$ cat src/rtl/serial_adder.sv
// rtl/serial_adder.sv - bit-serial ripple adder, one sum bit per clock, LSB first
//
// Purpose:
//   Adds two WIDTH-bit unsigned operands plus a carry-in by shifting them
//   through a single full adder, one bit per cycle. The result is
//   A + B + cin modulo 2^WIDTH, and the overflow bit appears on cout.
//
// Parameters:
//   WIDTH  operand/result width in bits (2..32)
//
// Ports:
//   clk    single clock, rising edge
//   rst    asynchronous active-high reset
//   start  request an addition; sampled only in IDLE or DONE
//   a, b   operands, captured on an accepted start
//   cin    carry-in, captured on an accepted start
//   sum    registered result (shows partial values while busy)
//   cout   registered carry-out of the MSB, held until the next DONE
//   busy   high while the adder is shifting
//   done   one-cycle pulse when sum/cout are final
//   ovf    (only with SERIAL_ADDER_OVF_EN) signed overflow: carry into MSB
//          XOR carry out of MSB, held like sum
//
// Build option:
//   SERIAL_ADDER_OVF_EN  adds the ovf output and its logic
module serial_adder #(
    parameter int WIDTH = 8
) (
    input  logic             clk,
    input  logic             rst,
    input  logic             start,
    input  logic [WIDTH-1:0] a,
    input  logic [WIDTH-1:0] b,
    input  logic             cin,
    output logic [WIDTH-1:0] sum,
    output logic             cout,
    output logic             busy,
`ifdef SERIAL_ADDER_OVF_EN
    output logic             done,
    output logic             ovf
`else
    output logic             done
`endif
);

    localparam int CW = $clog2(WIDTH);

    typedef enum logic [1:0] {
        S_IDLE  = 2'd0,
        S_SHIFT = 2'd1,
        S_DONE  = 2'd2
    } state_t;

    state_t           r_state;
    logic [WIDTH-1:0] r_a;
    logic [WIDTH-1:0] r_b;
    logic [WIDTH-1:0] r_sum;
    logic             r_carry;
    logic [CW-1:0]    r_cnt;
    logic             r_cout;
    logic             r_busy;
    logic             r_done;
`ifdef SERIAL_ADDER_OVF_EN
    logic             r_ovf;
`endif

    logic w_sum_bit;
    logic w_carry_nxt;
    logic w_last;

    assign w_sum_bit   = r_a[0] ^ r_b[0] ^ r_carry;
    assign w_carry_nxt = (r_a[0] & r_b[0]) | (r_a[0] & r_carry) | (r_b[0] & r_carry);
    // Counter runs 0..WIDTH-1 and the FSM leaves SHIFT on the last value,
    // so the counter never wraps inside one operation.
    assign w_last      = (r_cnt == CW'(WIDTH - 1));

    always_ff @(posedge clk or posedge rst) begin
        if (rst) begin
            r_state <= S_IDLE;
            r_a     <= '0;
            r_b     <= '0;
            r_sum   <= '0;
            r_carry <= 1'b0;
            r_cnt   <= '0;
            r_cout  <= 1'b0;
            r_busy  <= 1'b0;
            r_done  <= 1'b0;
`ifdef SERIAL_ADDER_OVF_EN
            r_ovf   <= 1'b0;
`endif
        end else begin
            case (r_state)
                S_IDLE, S_DONE: begin
                    r_done <= 1'b0;
                    if (start) begin
                        r_a     <= a;
                        r_b     <= b;
                        r_carry <= cin;
                        r_cnt   <= '0;
                        r_busy  <= 1'b1;
                        r_state <= S_SHIFT;
                    end else begin
                        r_busy  <= 1'b0;
                        r_state <= S_IDLE;
                    end
                end

                S_SHIFT: begin
                    // start is deliberately not looked at here
                    r_sum   <= {w_sum_bit, r_sum[WIDTH-1:1]};
                    r_a     <= r_a >> 1;
                    r_b     <= r_b >> 1;
                    r_carry <= w_carry_nxt;
                    if (w_last) begin
                        r_cout  <= w_carry_nxt;
`ifdef SERIAL_ADDER_OVF_EN
                        // r_carry is the carry into the MSB on the last bit
                        r_ovf   <= r_carry ^ w_carry_nxt;
`endif
                        r_busy  <= 1'b0;
                        r_done  <= 1'b1;
                        r_state <= S_DONE;
                    end else begin
                        r_cnt   <= r_cnt + CW'(1);
                    end
                end

                default: begin
                    r_busy  <= 1'b0;
                    r_done  <= 1'b0;
                    r_state <= S_IDLE;
                end
            endcase
        end
    end

    assign sum  = r_sum;
    assign cout = r_cout;
    assign busy = r_busy;
    assign done = r_done;
`ifdef SERIAL_ADDER_OVF_EN
    assign ovf  = r_ovf;
`endif

endmodule

$ cat config.mk
export PLATFORM = sky130hd
export DESIGN_NAME = serial_adder
export DESIGN_NICKNAME = d
export VERILOG_FILES = /design/src/rtl/serial_adder.sv
export SDC_FILE = /design/constraint.sdc
export NUM_CORES = 1
export LEC_CHECK = 0
export ABC_AREA = 1
export BUFFER_PORTS_ARGS = -buffer_cell sky130_fd_sc_hd__buf_4
export CORE_ASPECT_RATIO = 0.5
export CORE_UTILIZATION = 40
export CTS_BUF_LIST = sky130_fd_sc_hd__clkbuf_2 sky130_fd_sc_hd__clkbuf_4 sky130_fd_sc_hd__clkbuf_8
export CTS_CLUSTER_SIZE = 40
export DETAILED_ROUTE_END_ITERATION = 10
export GPL_TIMING_DRIVEN = 0
export PLACE_DENSITY_LB_ADDON = 0.2
export SYNTH_ARGS = -nofsm -noshare
export SYNTH_HDL_FRONTEND = slang
export SYNTH_SLANG_ARGS = --single-unit
$ cat constraint.sdc
create_clock -name clk -period 3.2 [get_ports clk]
set_clock_uncertainty 0.15 [all_clocks]
set_input_delay 0.64 -clock clk [delete_from_list [all_inputs] [get_ports clk]]
set_output_delay 0.64 -clock clk [all_outputs]
set_load 0.02 [all_outputs]
==> results of run 1 <==
[final timing paths]
| path | start | end | slack [ns] |
|---|---|---|---|
| max | sum[5]$_DFFE_PP0P_ | sum[5] | 1.57 |
| min | rst | r_a[7]$_DFFE_PP0P_ | 0.21 |
| max reg2reg | r_cnt[0]$_DFFE_PP0P_ | r_cnt[1]$_DFFE_PP0P_ | 1.68 |
| min reg2reg | r_a[4]$_DFFE_PP0P_ | r_a[4]$_DFFE_PP0P_ | 0.33 |
| max in group asynchronous | rst | sum[1]$_DFFE_PP0P_ | 2.27 |
| min in group clk | r_a[4]$_DFFE_PP0P_ | r_a[4]$_DFFE_PP0P_ | 0.33 |
[power groups by stage]
| stage | Sequential, mW | Clock, mW | Combinational [mW] |
|---|---|---|---|
| 3_5_place_dp | 0.728 | 0 | 1.03 |
| 2_1_floorplan | 0.779 | 0 | 0.698 |
| 3_3_place_gp | 0.722 | 0 | 1.00 |
| 6_report | 0.723 | 0.337 | 1.02 |
| 4_1_cts | 0.725 | 0.346 | 1.03 |
| 5_1_grt | 0.746 | 0.365 | 1.15 |
[cells in the final DEF, fill, tap and decap left out, types with 2 or more instances in the layout]
cell type,count
buf_2,4
ha_1,2
inv_1,34
nand3_1,42
dfrtp_1,32
buf_4,32
nand2_2,10
nand2_8,2
nand2_1,64
o21ai_0,3
clkbuf_8,6
clkbuf_4,2
[registers in the layout (all words and copies together), names as in the netlist]
| signal | flops |
|---|---|
| r_a | 8 |
| r_state | 1 |
| r_b | 8 |
| r_carry | 1 |
| cout | 1 |
| done | 1 |
| busy | 1 |
| r_cnt | 3 |
| sum | 8 |
[kinds of logic after synthesis]
| kind of cell | share of synthesized area (%) |
|---|---|
| AO/OA/AOI/OAI | 0.913 |
| adder cells (fa/ha/maj) | 2.74 |
| buffers and inverters | 13.1 |
| flip-flops | 48.7 |
| AND/OR/NAND/NOR | 34.6 |
[routing by layer]
layer	wire length (um)	up-vias	share of wire [%]	GRT usage, %
met5	0	-	0	0
met4	0	0	0	3.69
met3	154	0	4.9	4.53
met2	1470	28	46	27.7
met1	1550	625	49	20.1
li1	-	695	-	-
[final cells by class]
cell class | count | area share, %
multi-input combinational | 126 | 30.5
tap | 54 | 3.28
inverter | 38 | 7.28
timing repair buffer | 31 | 12.3
clock buffer | 8 | 4.73
sequential | 32 | 38.8
buffer | 9 | 3.16
[per-stage QoR]
| stage | util, % | instances | cell area, um2 | hold WS (ns) | worst slack [ns] |
|---|---|---|---|---|---|
| final | 52.6 | 298 | 2060 | 0.205 | 1.57 |
| after global routing | 52.6 | 298 | 2060 | 0.236 | 1.53 |
| after CTS | 51.8 | 297 | 2030 | 0.334 | 1.51 |
| after detailed placement | 49.4 | 289 | 1940 | 0.314 | 1.19 |
| after global placement | 49.4 | 289 | 1940 | 0.312 | 1.23 |
| after floorplan | - | 205 | 1640 | 0.299 | 1.72 |
==> reports/summary.txt, run 1 <==
Tot GR Track Use: 15.8%
clock share of power: 16.2%
htree depth: 2
Ant. Diodes: 0
WP data arrival: 0.84 ns
Static Leak: 1.18 nW
antenna violations before repair: 0
Area contributors post-synth: dfrtp_1, nand2_1, nand3_1, inv_1, nand2_2
Reg area: 801 um2
Slew @ Worst Pin: 0.578 ns
die area: 0.00439 mm2
register area share after synthesis: 48.7%
Slew headroom: 61.2%
Tot Pwr: 2.08 mW
Yosys top cell by area: dfrtp_1
CP peak stage delay: 0.40 ns
Starting Density: 41.9%
post-CTS setup repair buffer count: 0
status: finished, final reports clean
CTS Sinks: 32
area growth from synthesis to layout: 25.4%
predominant post-synthesis flop cell: dfrtp_1
DR WL/cell: 10.6 um
Async S/R FF share, synth: 100%
worst skew pair latency: 0.28 ns
Core Region: 0.00392 mm2
Max Cap Viol: 0
TritonCTS clock tree: yes
Gate Count Post-Synth: 205
internal power: 1.21 mW
Hold Vio Cnt, Final: 0
final setup fails: 0
DR vias: 1348
syn_nets: 228
Yosys reg bits: 32
average size of a mapped cell: 8.02 um2
post-route ant nets: 0
CP required: 2.41 ns
sequential share of power: 34.8%
CP Capture Type: output port
worst-case vdd ir drop: 0.348 mV
CTS resizes: 0
DP HPWL: 2.22 mm
critical setup path kind: reg -> out
overflow left after global routing: 0
DIE WIDTH: 92.7 um
Clk Tree Root Cell: clkbuf_8
RSZ-0062 raised after global routing: no
placer congestion estimate: 0.703
Sw Share: 41.7%
CTS clock-pin slew for the worst setup and hold paths: 0.07 ns
R2R cell count: 7
Hold Crit Class: in -> async
I/O pins: 31
Crit path buffers/inverters: 1
Max Freq: 0.614 GHz
DRT Pass-1 Iters: 4
combinational power share: 48.9%
DRC: 0
wire length of the first global-routing pass: 5.18 mm
CTS Buf Count: 5
DR vias/cell: 4.52
I/O Buffers: 30
critical path peak fanout: 3
slowest CP cell: dfrtp_1
most frequent cells after synthesis: nand2_1, nand3_1, inv_1
largest net degree at the start of global routing: 33
top cell family by delay on the critical path: flip-flops
vias in the first global route: 1186
Synth cell types: 19
Min Clock Period, post-route: 1.63 ns
Critical Path Source Type: flip-flop
hold_buf cts: 0
top-count cell post-synth: nand2_1
number of enable flip-flop cells after synthesis: 0
Die Ht: 47.3 um
final WL: 3.17 mm
Net Switching: 0.865 mW
Sum Neg Setup Slack: 0 ns
pwr dens: 1010 mW/mm2
clk buf depth: 2
layout cells sized above 1: 25.8%
worst-path cell chain: buf_4
area share of the largest cell type after synthesis: 48.7%
Pins Over Slew Limit: 0
Mapped Area: 0.00164 mm2
final net count: 266
fin crit share: 50.9%
filler instances: 407
DR iter-0 viols: 41
Ys Warns: 0
critical path depth in cells: 1
area occupied by multi-input gates: 628 um2
number of placement rows: 16
Power figures use the tool's default switching activity.
==> run 2, diff against run 1 <==
Clock period 3.2 ns to 1.5 ns, I/O delays scaled along.
==> run 2 against run 1 <==
Combinational power rose by 120%. Clock power grew 110%. Count of clock-buffer cells in the layout unchanged. Critical path depth is 4 higher. Setup slack worse by 1.5 ns. Non-clock buffer count rose by 1. Sequential power increased by 110%. Total power grew 120%. Global-route usage up 0.074 points. Routed wire length rose by 0.95%. Sequential share of layout area down 0.44 points. Die area is the same.
==> reports/summary.txt, run 2 (synthesized netlist as in run 1, its figures left out) <==
Die Ht: 47.3 um
DRT Pass-1 Iters: 4
cell depth of the worst hold path: 3
post-CTS setup repair buffer count: 0
vias in the first global route: 1177
Starting Density: 41.9%
fin util: 53.2%
CP required: 1.52 ns
Placed Area: 0.00194 mm2
status: finished, final reports clean
DR iter-0 viols: 51
clock share of power: 16.1%
final hold slack: 0.0881 ns
layout cells sized above 1: 27.3%
Clk Tree Root Cell: clkbuf_8
worst r2r dst: r_carry$_DFFE_PP0P_
DRC: 0
critical path peak fanout: 2
combinational power share: 49.4%
Hold Path Origin: a[7]
Pins Over Slew Limit: 0
internal power: 2.60 mW
final worst slack: 0.0747 ns
WP data arrival: 1.45 ns
sequential share of power: 34.4%
Core Region: 0.00392 mm2
antenna violations before repair: 0
RSZ-0062 raised after global routing: no
clk buf depth: 2
Max Freq: 0.702 GHz
die area: 0.00439 mm2
final instance area: 0.00209 mm2
fin crit share: 95.0%
I/O Buffers: 30
TritonCTS clock tree: yes
Slew @ Worst Pin: 0.578 ns
Static Leak: 1.19 nW
Sw Share: 41.8%
I/O pins: 31
worst skew pair latency: 0.28 ns
largest net degree at the start of global routing: 33
placer congestion estimate: 0.703
wire length of the first global-routing pass: 5.20 mm
DIE WIDTH: 92.7 um
pre-CTS setup slack: -0.174 ns
filler instances: 404
Tot GR Track Use: 15.8%
Ant. Diodes: 0
met1 Use GR: 20.4%
GR peak layer: met2
global routing usage on met3: 4.53%
worst-case vdd ir drop: 0.733 mV
Hold Crit Class: in -> reg
Critical Path Source Type: flip-flop
Hold Vio Cnt, Final: 0
final WL: 3.20 mm
R2R cell count: 5
Max Cap Viol: 0
Tot Pwr: 4.48 mW
most frequent cells in the layout: nand2_1, nand3_1, buf_4, inv_1, dfrtp_1
area growth from synthesis to layout: 26.9%
Hold Path Sink: r_a[7]$_DFFE_PP0P_
post-route ant nets: 0
Slew headroom: 61.2%
DP HPWL: 2.22 mm
overflow left after global routing: 0
final setup fails: 0
htree depth: 2
CTS Buf Count: 5
DR vias/cell: 4.53
Min Clock Period, post-route: 1.43 ns
pwr dens: 2150 mW/mm2
DR vias: 1353
CTS Sinks: 32
CP Capture Type: flip-flop
critical setup path kind: reg -> reg
number of placement rows: 16
CTS clock-pin slew for the worst setup and hold paths: 0.07 ns
most common cell after layout, fill and taps aside: nand2_1
final net count: 267
reg-to-reg slack, setup: 0.07 ns
met2 Usage GRT: 27.6%
Net Switching: 1.87 mW
Reg-to-Reg Start: r_a[0]$_DFFE_PP0P_
DR WL/cell: 10.7 um
-- run 2: power by group through the flow --
stage	logic (mW)	clock network, mW	registers, mW
2_1_floorplan	1.49	0	1.66
3_3_place_gp	2.14	0	1.54
3_5_place_dp	2.20	0	1.55
4_1_cts	2.21	0.738	1.55
5_1_grt	2.50	0.779	1.59
6_report	2.21	0.722	1.54
-- run 2: worst max path at each step --
stage	start	endpoint	slack [ns]
global placement	rst	sum[0]$_DFFE_PP0P_	-0.13
finish	r_a[0]$_DFFE_PP0P_	r_carry$_DFFE_PP0P_	0.07
global route	r_a[0]$_DFFE_PP0P_	r_carry$_DFFE_PP0P_	0.008
detailed placement	rst	r_b[4]$_DFFE_PP0P_	-0.17
floorplan	r_cnt[0]$_DFFE_PP0P_	r_cnt[0]$_DFFE_PP0P_	0.13
CTS	done$_DFFE_PP0P_	r_carry$_DFFE_PP0P_	0.007
-- run 2: layer usage --
layer / part of all wire (%) / up-vias
li1: - / 697
met1: 49 / 632
met2: 47 / 24
met3: 4.2 / 0
met4: 0 / 0
met5: 0 / -
-- run 2: critical path, cell delays in order, from the launching register on --
cell     delay (ns)
dfrtp_1        0.41
fa_1           0.46
inv_1          0.07
nand3_1        0.07
nand3_1        0.10
nand2_1        0.05
-- run 2: what timing repair did --
action                                 in CTS  in global routing
gates resized for setup                     2                  4
endpoints found under the hold margin       0                 14
hold buffers                                0                  1
pin swaps                                   0                  0
setup endpoints to repair                   4                  6
-- run 2: through the flow --
step,std cells,TNS (ns)
floorplan,205,0
global placement,289,-4.10
detailed placement,289,-5.55
CTS,297,0
global route,299,0
finish,299,0
-- run 2: area by class of cell --
cell class                      instances  area (um2)  area share (%)
Tap cell                               54        67.6            3.24
Clock buffer                            8        97.6            4.68
Sequential cell                        32         801            38.4
Buffer                                  9        66.3            3.18
Multi-Input combinational cell        126         641            30.7
Inverter                               38         150            7.20
Timing Repair Buffer                   32         263            12.6
==> run 3, diff against run 2 <==
Clock period 1.5 ns to 1.3 ns, I/O delays scaled along.
==> run 3 against run 2 <==
Hold slack worse by 0.044 ns. Via count increased by 4.9%. Clock power increased by 15%. Combinational power is 42% higher. Highest routed layer is now met4. Non-clock buffer count grew 9. Critical endpoint unchanged. Setup slack got worse by 0.11 ns. Routed wire length up 8.4%. The flow now finishes with violations (negative setup slack). Sequential share of layout area down 2.7 points.
==> reports/summary.txt, run 3 (synthesized netlist as in run 1, its figures left out) <==
status: finished, violations left
failing checks: negative setup slack
clock share of power: 14.4%
Reg-to-Reg Start: r_carry$_DFFE_PP0P_
final net count: 277
CP required: 1.33 ns
Sw Share: 41.0%
I/O pins: 31
Hold Crit Class: in -> reg
TritonCTS clock tree: yes
Pins Over Slew Limit: 0
Core Region: 0.00392 mm2
CTS Sinks: 32
antenna violations before repair: 0
Ant. Diodes: 0
DR vias/cell: 4.59
pwr dens: 2550 mW/mm2
critical setup path kind: reg -> reg
reg-to-reg slack, setup: -0.04 ns
final instance area: 0.00225 mm2
DRT Pass-1 Iters: 4
final worst slack: -0.0376 ns
DR iter-0 viols: 49
final hold slack: 0.0439 ns
I/O Buffers: 30
final WL: 3.47 mm
worst-case vdd ir drop: 0.932 mV
Starting Density: 41.9%
final setup fails: 5
CTS Buf Count: 5
clk buf depth: 2
Placed Area: 0.00195 mm2
Hold Vio Cnt, Final: 0
DR vias: 1419
fin crit share: 103%
Slew @ Worst Pin: 0.378 ns
number of placement rows: 16
pre-CTS setup slack: -0.417 ns
CP Capture Type: flip-flop
Static Leak: 1.25 nW
sequential share of power: 31.2%
combinational power share: 54.4%
Critical Path Source Type: flip-flop
largest net degree at the start of global routing: 33
DRC: 0
DP HPWL: 2.14 mm
Sum Neg Setup Slack: -0.0629 ns
Max Freq: 0.748 GHz
most frequent cells in the layout: nand2_1, buf_4, nand3_1
worst skew pair latency: 0.28 ns
Min Clock Period, post-route: 1.34 ns
critical path peak fanout: 2
htree depth: 2
Clk Tree Root Cell: clkbuf_8
RSZ-0062 raised after global routing: yes
die area: 0.00439 mm2
CTS clock-pin slew for the worst setup and hold paths: 0.07 ns
DIE WIDTH: 92.7 um
area growth from synthesis to layout: 36.8%
WP data arrival: 1.36 ns
Hold Path Origin: b[7]
post-route ant nets: 0
internal power: 3.39 mW
CP Launch Point: r_carry$_DFFE_PP0P_
vias in the first global route: 1235
most common cell after layout, fill and taps aside: nand2_1
overflow left after global routing: 0
placer congestion estimate: 0.720
DR WL/cell: 11.2 um
layout cells sized above 1: 34.9%
Net Switching: 2.35 mW
Tot GR Track Use: 16.4%
Die Ht: 47.3 um
wire length of the first global-routing pass: 5.35 mm
Max Cap Viol: 0
Slew headroom: 74.7%
==> run 3: cell count changes in the layout (fill, tap and decap cells not counted), moves of 2 or more <==
cell / before / now
buf_6: 1 / 3
buf_4: 32 / 39
clkinvlp_4: 0 / 2
nand2_1: 64 / 62
ha_1: 2 / 0
nand3_2: 0 / 4
clkbuf_4: 2 / 5
inv_4: 1 / 3
inv_2: 3 / 1
nand3_1: 41 / 37
buf_2: 4 / 1
nand2_2: 10 / 12
==> run 3: final cells by class <==
cell class	instances	area, um2
buffer	8	80.1
clock buffer	8	97.6
fill	377	1670
inverter	38	164
multi-input combinational	126	692
sequential	32	802
tap	54	67.6
timing repair buffer	42	339
timing repair inverter	1	7.51
==> run 3: repair_timing <==
item,CTS,global route
cloned,0,2
buffers inserted,5,5
gates resized for setup,14,14
pin swaps,3,8
endpoints found under the hold margin,32,0
endpoints found under the setup margin,48,53
hold buffers,1,0
==> run 3: power groups by stage <==
stage | Sequential, mW | Combinational (mW) | Clock [mW]
2_1_floorplan | 1.92 | 1.74 | 0
3_3_place_gp | 1.78 | 2.49 | 0
3_5_place_dp | 1.80 | 2.54 | 0
4_1_cts | 1.78 | 2.82 | 0.845
5_1_grt | 1.84 | 3.50 | 0.887
6_report | 1.79 | 3.13 | 0.828
==> run 3: routing by layer <==
layer	GRT usage, %	share of wire (%)	vias to the layer above	wire, um
li1	-	-	723	-
met2	28.4	46	32	1600
met4	6.15	1.2	0	40
met5	0	0	-	0
met1	20.3	47	659	1640
met3	4.85	5.3	5	185
==> run 3: critical path: stages (launching register included) <==
cell and delay (ns):
dfrtp_1 0.40, fa_2 0.41, inv_2 0.07, nand3_2 0.08, nand3_2 0.08, nand2_1 0.04
==> run 3: path summary, 6_finish.rpt <==
check                                      end  cells after the start
setup reg to reg           r_carry$_DFFE_PP0P_                      5
min in group asynchronous   r_a[4]$_DFFE_PP0P_                      3
hold / removal              r_b[7]$_DFFE_PP0P_                      3
setup / recovery           r_carry$_DFFE_PP0P_                      5
max in group asynchronous     done$_DFFE_PP0P_                      3
hold reg to reg             sum[0]$_DFFE_PP0P_                      2
==> run 3: metrics by stage <==
stage / instances / utilization, % / power [mW]
CTS: 303 / 54.9 / 5.45
global route: 309 / 57.3 / 6.23
global placement: 289 / 49.7 / 4.27
detailed placement: 289 / 49.7 / 4.34
floorplan: 205 / - / 3.66
finish: 309 / 57.3 / 5.75
